$ cat config.mk
export PLATFORM = sky130hd
export DESIGN_NAME = vpu_result_collector
export DESIGN_NICKNAME = d
export VERILOG_FILES = /design/src/rtl/vpu_pkg.sv /design/src/rtl/sal_fifo.sv /design/src/rtl/vpu_result_collector.sv
export SDC_FILE = /design/constraint.sdc
export NUM_CORES = 1
export LEC_CHECK = 0
export BUFFER_PORTS_ARGS = -buffer_cell sky130_fd_sc_hd__buf_2
export CORE_MARGIN = 8
export CORE_UTILIZATION = 30
export DETAILED_ROUTE_END_ITERATION = 8
export GPL_ROUTABILITY_DRIVEN = 0
export MAX_ROUTING_LAYER = met4
export PLACE_DENSITY = 0.56
export SETUP_SLACK_MARGIN = 0.4
export SKIP_LAST_GASP = 1
export SLEW_MARGIN = 15
export SYNTH_ARGS = -nofsm -noshare
export SYNTH_HDL_FRONTEND = slang
export SYNTH_SLANG_ARGS = --single-unit
$ cat constraint.sdc
create_clock -name clk -period 4 [get_ports clk]
set_input_delay 0.4 -clock clk [delete_from_list [all_inputs] [get_ports clk]]
set_output_delay 0.4 -clock clk [all_outputs]
set_load 0.01 [all_outputs]
$ cat src/rtl/vpu_pkg.sv
// ============================================================================
// Module      : vpu_pkg
// Description : Shared VPU widths and the writeback entry type.
// Revision    : 1.0 - initial release
// ============================================================================
`default_nettype none

package vpu_pkg;

  localparam int OPERAND_WIDTH = 32;
  localparam int DST_IDX_WIDTH = 5;

  typedef struct packed {
    logic [DST_IDX_WIDTH-1:0] dst;
    logic [OPERAND_WIDTH-1:0] data;
  } wb_entry_t;

endpackage

`default_nettype wire

$ cat src/rtl/sal_fifo.sv
// ============================================================================
// Module      : sal_fifo
// Description : Synchronous FIFO, 2**DEPTH_LG2 entries, combinational or
//               registered head output (RDATA_FF_OUT).
// Revision    : 1.0 - initial release
// ============================================================================
`default_nettype none

module sal_fifo #(
  parameter int DEPTH_LG2    = 1,
  parameter int WIDTH        = 8,
  parameter int RDATA_FF_OUT = 0
) (
  input  logic             clk,
  input  logic             rst,
  input  logic             push,
  input  logic [WIDTH-1:0] wdata,
  input  logic             pop,
  output logic [WIDTH-1:0] rdata,
  output logic             empty,
  output logic             full
);

  localparam int c_depth = 1 << DEPTH_LG2;

  logic [WIDTH-1:0]   r_mem [c_depth];
  logic [DEPTH_LG2:0] r_wptr;
  logic [DEPTH_LG2:0] r_rptr;
  logic [DEPTH_LG2:0] w_rptr_nxt;
  logic               w_push;
  logic               w_pop;

  assign empty      = (r_wptr == r_rptr);
  assign full       = (r_wptr[DEPTH_LG2-1:0] == r_rptr[DEPTH_LG2-1:0]) &&
                      (r_wptr[DEPTH_LG2] != r_rptr[DEPTH_LG2]);
  assign w_pop      = pop && !empty;
  assign w_push     = push && (!full || w_pop);
  assign w_rptr_nxt = r_rptr + {{DEPTH_LG2{1'b0}}, w_pop};

  always_ff @(posedge clk) begin
    if (rst) begin
      r_wptr <= '0;
      r_rptr <= '0;
      for (int i = 0; i < c_depth; i++) r_mem[i] <= '0;
    end else begin
      if (w_push) begin
        r_mem[r_wptr[DEPTH_LG2-1:0]] <= wdata;
        r_wptr <= r_wptr + 1'b1;
      end
      r_rptr <= w_rptr_nxt;
    end
  end

  generate
    if (RDATA_FF_OUT != 0) begin : g_ff_out
      logic [WIDTH-1:0] r_rdata;
      // Preload the next head; bypass the write when it lands in the head slot.
      always_ff @(posedge clk) begin
        if (rst) begin
          r_rdata <= '0;
        end else if (w_push && (r_wptr[DEPTH_LG2-1:0] == w_rptr_nxt[DEPTH_LG2-1:0])) begin
          r_rdata <= wdata;
        end else begin
          r_rdata <= r_mem[w_rptr_nxt[DEPTH_LG2-1:0]];
        end
      end
      assign rdata = r_rdata;
    end else begin : g_comb_out
      assign rdata = r_mem[r_rptr[DEPTH_LG2-1:0]];
    end
  endgenerate

endmodule

`default_nettype wire

$ cat src/rtl/vpu_result_collector.sv
// ============================================================================
// Module      : vpu_result_collector
// Description : Pairs FU results with issue-time dst tags and buffers them for
//               valid/ready writeback; credit counter gates issue.
//               Optional checking: VPU_RESULT_COLLECTOR_ERR_CHK_EN.
// Revision    : 1.0 - initial release
// ============================================================================
`default_nettype none

module vpu_result_collector
  import vpu_pkg::*;
#(
  parameter int DEPTH = 2
) (
  input  logic                     clk,
  input  logic                     rst,
  input  logic                     issue_i,
  input  logic [DST_IDX_WIDTH-1:0] issue_dst_i,
  output logic                     issue_ready_o,
  input  logic                     done_i,
  input  logic [OPERAND_WIDTH-1:0] result_i,
  output logic                     wb_valid_o,
  input  logic                     wb_ready_i,
  output logic [OPERAND_WIDTH-1:0] wb_data_o,
  output logic [DST_IDX_WIDTH-1:0] wb_dst_o,
  output logic                     err_o
);

  localparam int                 c_depth_lg2 = $clog2(DEPTH);
  localparam int                 c_cnt_w     = c_depth_lg2 + 1;
  localparam logic [c_cnt_w-1:0] c_depth_cnt = c_cnt_w'(DEPTH);

  logic [c_cnt_w-1:0]       r_cnt;
  logic [DST_IDX_WIDTH-1:0] w_tag_head;
  logic                     w_tag_empty;
  logic                     w_tag_full;
  logic                     w_res_empty;
  logic                     w_res_full;
  logic                     w_issue_acc;
  logic                     w_wb_hs;
  logic                     w_done_acc;
  wb_entry_t                w_res_in;
  wb_entry_t                w_res_head;

  assign issue_ready_o = (r_cnt < c_depth_cnt);
  assign w_issue_acc   = issue_i && issue_ready_o;
  assign wb_valid_o    = !w_res_empty;
  assign w_wb_hs       = wb_valid_o && wb_ready_i;
  // Results with no outstanding tag (e.g. in flight across a reset) are dropped.
  assign w_done_acc    = done_i && !w_tag_empty;
  assign w_res_in      = '{dst: w_tag_head, data: result_i};
  assign wb_data_o     = w_res_head.data;
  assign wb_dst_o      = w_res_head.dst;

  sal_fifo #(
    .DEPTH_LG2   (c_depth_lg2),
    .WIDTH       (DST_IDX_WIDTH),
    .RDATA_FF_OUT(0)
  ) u_tag_q (
    .clk  (clk),
    .rst  (rst),
    .push (w_issue_acc),
    .wdata(issue_dst_i),
    .pop  (w_done_acc),
    .rdata(w_tag_head),
    .empty(w_tag_empty),
    .full (w_tag_full)
  );

  sal_fifo #(
    .DEPTH_LG2   (c_depth_lg2),
    .WIDTH       ($bits(wb_entry_t)),
    .RDATA_FF_OUT(1)
  ) u_res_q (
    .clk  (clk),
    .rst  (rst),
    .push (w_done_acc),
    .wdata(w_res_in),
    .pop  (w_wb_hs),
    .rdata(w_res_head),
    .empty(w_res_empty),
    .full (w_res_full)
  );

  always_ff @(posedge clk) begin
    if (rst) begin
      r_cnt <= '0;
    end else if (w_issue_acc && !w_wb_hs) begin
      r_cnt <= r_cnt + 1'b1;
    end else if (!w_issue_acc && w_wb_hs) begin
      r_cnt <= r_cnt - 1'b1;
    end
  end

`ifdef VPU_RESULT_COLLECTOR_ERR_CHK_EN
  logic r_err;
  always_ff @(posedge clk) begin
    if (rst) begin
      r_err <= 1'b0;
    end else if ((issue_i && !issue_ready_o) || (done_i && w_tag_empty)) begin
      r_err <= 1'b1;
    end
  end
  assign err_o = r_err;
`else
  assign err_o = 1'b0;
`endif

  logic w_unused;
  assign w_unused = w_tag_full ^ w_res_full;

endmodule

`default_nettype wire

* Word-level counts from Yosys, hierarchy flattened
Memory sizes are Yosys's and may differ from the RTL's. A register that Yosys moved wholly into a read port is not among the register bits. Index checks and enable logic that the tools add are counted.
Storage, ports and cells: flip-flop bits (word level) 10, logic and storage cells 59, memories 2, memory bits (writable) 84, input port bits 42
Memory list:
- u_res_q.r_mem | depth 2, width 37, read ports 1, clocked after memory_dff 1, write ports 2, RTL line sal_fifo.sv:26 | logic [WIDTH-1:0] r_mem [c_depth];
- u_tag_q.r_mem | depth 2, width 5, read ports 1, clocked after memory_dff 1, write ports 2, RTL line sal_fifo.sv:26
Cells by class: eq/ne operators 6, reduce and logical (&&, ||, !) cells 22, $lt $le $gt $ge 1, add/sub/neg operators 6, muxes and demuxes 17
Operator list (count):
- two-way mux 37 bit | 1
- OR reduction 37 bit | 1
- two-way mux 1 bit | 13
- logical AND 1 bit | 11
- adder 2 x 1 -> 2 bit (second input constant) | 3
- zero test 1 bit | 6
- two-way mux 5 bit | 1
- OR reduction 5 bit | 1
- adder 2 x 1 -> 2 bit | 2
- equality test 2 bit | 2
- two-way mux 2 bit | 2
- equality test 1 bit | 2
- logical OR 1 bit | 2
- less-than comparator 2 bit (second input constant) | 1
- inequality test 1 bit | 2
- nonzero test 2 bit | 1
- subtractor 2 x 1 -> 2 bit (second input constant) | 1

* Longest topological paths before layout
word-level depth 11, depth in mapped cells 12

* By module
Synthesis repeated with hierarchy kept, for this count alone.
Second synthesis, totals: cell total of the unflattened synthesis 467, area total of the unflattened synthesis 5941.9 µm²
By module, submodules not included:
- sal_fifo at u_res_q | seq. area each 3042.9 µm², times used 1, area an instance 5101.1 µm², cells each 388
- sal_fifo at u_tag_q | seq. area each 380.4 µm², times used 1, area an instance 711.9 µm², cells each 62
- vpu_result_collector | seq. area each 40.0 µm², times used 1, area an instance 128.9 µm², cells each 17

* Least setup slack after synthesis
OpenSTA, ideal clock, no wires.
kind reg2reg, start reg u_res_q.r_wptr[0], end mem u_res_q.r_mem[0][0] (netlist bit) (enable), cell stages (with the launch flop) 6, path buffers 2, period minus slack after synthesis 4305 ps, required time 3513 ps, setup time 487 ps, arrival time 3817 ps, path slack -305 ps, cells stage by stage dfxtp_1 buf_4 xor2_1 nor3_4 clkbuf_1 o31ai_1
RTL lines:
- start: declaration | RTL line sal_fifo.sv:27 | logic [DEPTH_LG2:0] r_wptr;
- start signal: assignment | RTL line sal_fifo.sv:48 | r_wptr <= r_wptr + 1'b1;
- end: declaration | RTL line sal_fifo.sv:26

* Final worst setup path
start reg u_res_q.r_wptr[0], end reg u_res_q.g_ff_out.r_rdata[12], in the netlist u_res_q.rdata[12], read port of u_res_q.r_mem
Between the ends: cells in the longest elaborated chain, start to end 5
RTL lines:
- equality test 2 bit (*) | RTL line sal_fifo.sv:33 | assign empty = (r_wptr == r_rptr);
- zero test 1 bit (*) | RTL line sal_fifo.sv:36, vpu_result_collector.sv:47
- logical AND 1 bit | RTL line vpu_result_collector.sv:48 | assign w_wb_hs = wb_valid_o && wb_ready_i;
- logical AND 1 bit (*) | RTL line sal_fifo.sv:36 | assign w_pop = pop && !empty;
- adder 2 x 1 -> 2 bit (*) | RTL line sal_fifo.sv:38 | assign w_rptr_nxt = r_rptr + {{DEPTH_LG2{1'b0}}, w_pop};
- named net u_res_q.w_rptr_nxt[0] | RTL line sal_fifo.sv:29 | logic [DEPTH_LG2:0] w_rptr_nxt;
- end: declaration | RTL line sal_fifo.sv:56 | logic [WIDTH-1:0] r_rdata;
The timed path passes the listed nets; every way through them passes the cells marked *. A chain may end at the register's enable or synchronous reset.

==> impl_metrics.json <==
{
  "crit_type": "register to register",
  "fillers": 1742,
  "grt_pass1_vias": 3524,
  "dieArea_mm2": 0.0227,
  "clockPowerShare_pct": 27.8,
  "drc_errors": 0,
  "hp-class": "input port to register",
  "synth_seq_cells": 131,
  "ff2ff_setup_slack_ps": 1130,
  "finalWirelength_um": 12100,
  "drv_cap": 0,
  "startpoint_type": "register",
  "reg2regPathDepth": 8,
  "multi_input_area_mm2": 0.00182,
  "combPwrFrac_pct": 31.3,
  "p_seq_share_pct": 40.9,
  "core_mm2": 0.0179,
  "drv_slew": 0,
  "synth_edf_count": 84,
  "hold_buffers": 0,
  "final_core_util_pct": 36.7,
  "switching_power_mw": 1.59,
  "htree_levels": 4,
  "hold_viol_final": 0,
  "cpPeakStageDelay_ps": 630,
  "fmax_mhz": 348,
  "holdWs_ps": 279,
  "initial_utilization_pct": 30.4,
  "synth_most_common_cell": "edfxtp_1",
  "ys.flop_type": "edfxtp_1",
  "crit_slowest_cell": "or2_2",
  "layout-drive-gt1-share_pct": 24.3,
  "crit_path_end_kind": "register",
  "yosysWarnings": 0,
  "cp.arrival_ps": 3180,
  "r2r-start": "u_res_q.r_wptr[0]",
  "routed_via_density": 4.54,
  "slew_headroom_pct": 35.4,
  "clkLatencyLatePin_ps": 410,
  "regToRegEndpoint": "u_res_q.rdata[12]",
  "sw_frac_of_total_pct": 32.4,
  "synthesis.area_mm2": 0.00545,
  "rows": 49,
  "crit_fanout": 37,
  "area_growth_pct": 20.6,
  "cts_tree": "yes",
  "seq_area_mm2": 0.00346,
  "peakVddDrop_mv": 0.403,
  "cts_made_buffers": 17,
  "yosys-top-cells-count": "edfxtp_1, and2_1, dfxtp_1",
  "dp_hpwl_um": 7640,
  "ant_nets": 0,
  "cts_resized": 0,
  "min_from": "issue_dst_i[0]",
  "die_x_um": 151,
  "cts-root-buf": "clkbuf_16",
  "num_vias": 3354,
  "path_cells": "xor2_1 -> nand2b_1 -> and2_1 -> ha_2 -> xnor2_1 -> o211ai_1 -> or2_2 -> a211oi_1",
  "portBuffers": 80,
  "p_per_area_mw_per_mm2": 748,
  "status": "finished clean",
  "ys_types": 36,
  "synth_area_leaders": "edfxtp_1, dfxtp_1, and2_1, mux2i_1, a211oi_1",
  "cts_sinks": 131,
  "synth_top_area_share_pct": 46.3,
  "required_ps": 4310,
  "p_leak_nw": 2.54,
  "grt_antenna_before_repair": 2,
  "ioPinCount": 82,
  "grt_overflow_total": 0,
  "firstDrtPassIters": 4,
  "die_h_um": 151,
  "tns_ps": 0,
  "clkTransAtPathRegs_ps": 50,
  "post-cts-setup-buffers": 0,
  "p_int_mw": 3.32,
  "finalCritPeriodShare_pct": 71.8,
  "yosys.area.top_type": "edfxtp_1",
  "routedWlPerCell_um": 16.5,
  "synth_nets": 465,
  "avgSynthCellArea_um2": 13.0,
  "ctsLongestPathBuffers": 2,
  "finClkSkew_ps": 8.18,
  "rsz0062_at_grt": "false",
  "track_usage_pct": 11.3,
  "setup_viol": 0,
  "grt_pass1_wl_um": 18900,
  "worstHoldPathCells": 2,
  "yosysSeqAreaShare_pct": 63.6,
  "worst_slew_pin_slew_ps": 969,
  "fin_crit_ps": 2870,
  "dr.first_iter.drc_count": 175,
  "syn-instance-count": 420,
  "grt_max_degree": 53,
  "power_mw": 4.92,
  "nNetsFinal": 540,
  "hold_end": "u_tag_q.r_mem[0][0]",
  "async_reset_ff_share_pct": 0
}
## registers in the layout (all words and copies together), names as in the netlist
register / count
u_res_q.rdata: 37
u_tag_q.r_rptr: 2
u_tag_q.r_wptr: 2
u_tag_q.r_mem: 10
r_cnt: 2
u_res_q.r_mem: 74
u_res_q.r_wptr: 2
u_res_q.r_rptr: 2
## power by group through the flow
stage | logic [mW] | registers (mW) | clock network (mW)
final | 1.54 | 2.01 | 1.37
after floorplan | 1.04 | 2.08 | 0
after global routing | 1.69 | 2.05 | 1.45
after detailed placement | 1.56 | 2.04 | 0
after CTS | 1.57 | 2.01 | 1.40
after global placement | 1.53 | 2.04 | 0
## placed cells by master, fill, tap and decap left out, types with 2 or more instances in the layout
master,Yosys,routed
xor2_1,6,6
mux2i_1,42,42
nor2_1,17,17
o21ai_0,3,3
or2_2,1,2
or3_1,2,2
inv_1,4,4
nor3_1,33,33
edfxtp_1,84,84
a211oi_1,37,37
clkinv_2,0,6
buf_4,3,8
nand2_1,2,2
clkbuf_16,0,17
dfxtp_1,47,47
nor3b_1,7,7
xnor2_1,5,5
nor3_4,1,2
and2_1,75,75
nor2b_1,4,4
diode_2,0,2
clkbuf_1,14,6
buf_2,9,80
ha_1,3,2
## metal layers
metal / global-route usage (%) / vias to the layer above / routed length [µm]
met5: - / - / 0
met4: 4.50 / 0 / 192
met3: 3.82 / 18 / 639
met2: 17.5 / 74 / 5760
met1: 13.2 / 1593 / 5550
li1: - / 1669 / -
## critical path, delay by kind of cell (launching register included)
family                   cells  cell delay [ps]
AO/OA/AOI/OAI                2              470
XOR/XNOR                     2              480
adder cells (fa/ha/maj)      1              290
flip-flops                   1              540
AND/OR/NAND/NOR              3              980
## final cells by class
type | count | share of cell area [%]
Tap cell | 229 | 4.36
Inverter | 4 | 0.228
Timing Repair Buffer | 89 | 7.23
Clock buffer | 23 | 6.82
Multi-Input combinational cell | 252 | 27.6
Clock inverter | 8 | 0.971
Antenna cell | 2 | 0.0761
Sequential cell | 131 | 52.7
## cell families after synthesis
group,after synthesis,synth area share [%]
compound gates,46,6.20
xor+xnor,12,2.07
fa+ha+maj,3,0.689
buf+inv,37,3.51
flops,131,63.6
mux,43,7.92
other cells,1,0.0688
simple gates,147,16.0
## through the flow
| stage | std cells | worst slack (ps) | instance area (µm²) |
|---|---|---|---|
| 6_report | 738 | 1130 | 6570 |
| 5_1_grt | 738 | 884 | 6570 |
| 4_1_cts | 735 | 1100 | 6550 |
| 3_5_place_dp | 704 | 1130 | 6040 |
| 3_3_place_gp | 704 | 1330 | 6040 |
| 2_1_floorplan | 420 | 849 | 5450 |
## how the worst max path moves through the flow
stage                            from             endpoint  slack [ps]
floorplan           u_res_q.r_wptr[0]  u_res_q.r_mem[0][0]         850
global placement    u_res_q.r_wptr[0]    u_res_q.rdata[12]        1330
detailed placement  u_res_q.r_wptr[0]    u_res_q.rdata[12]        1130
CTS                 u_res_q.r_wptr[0]    u_res_q.rdata[12]        1100
global route        u_res_q.r_wptr[0]    u_res_q.rdata[12]         880
finish              u_res_q.r_wptr[0]    u_res_q.rdata[12]        1130
No activity file was read; power rests on OpenSTA's default activity.
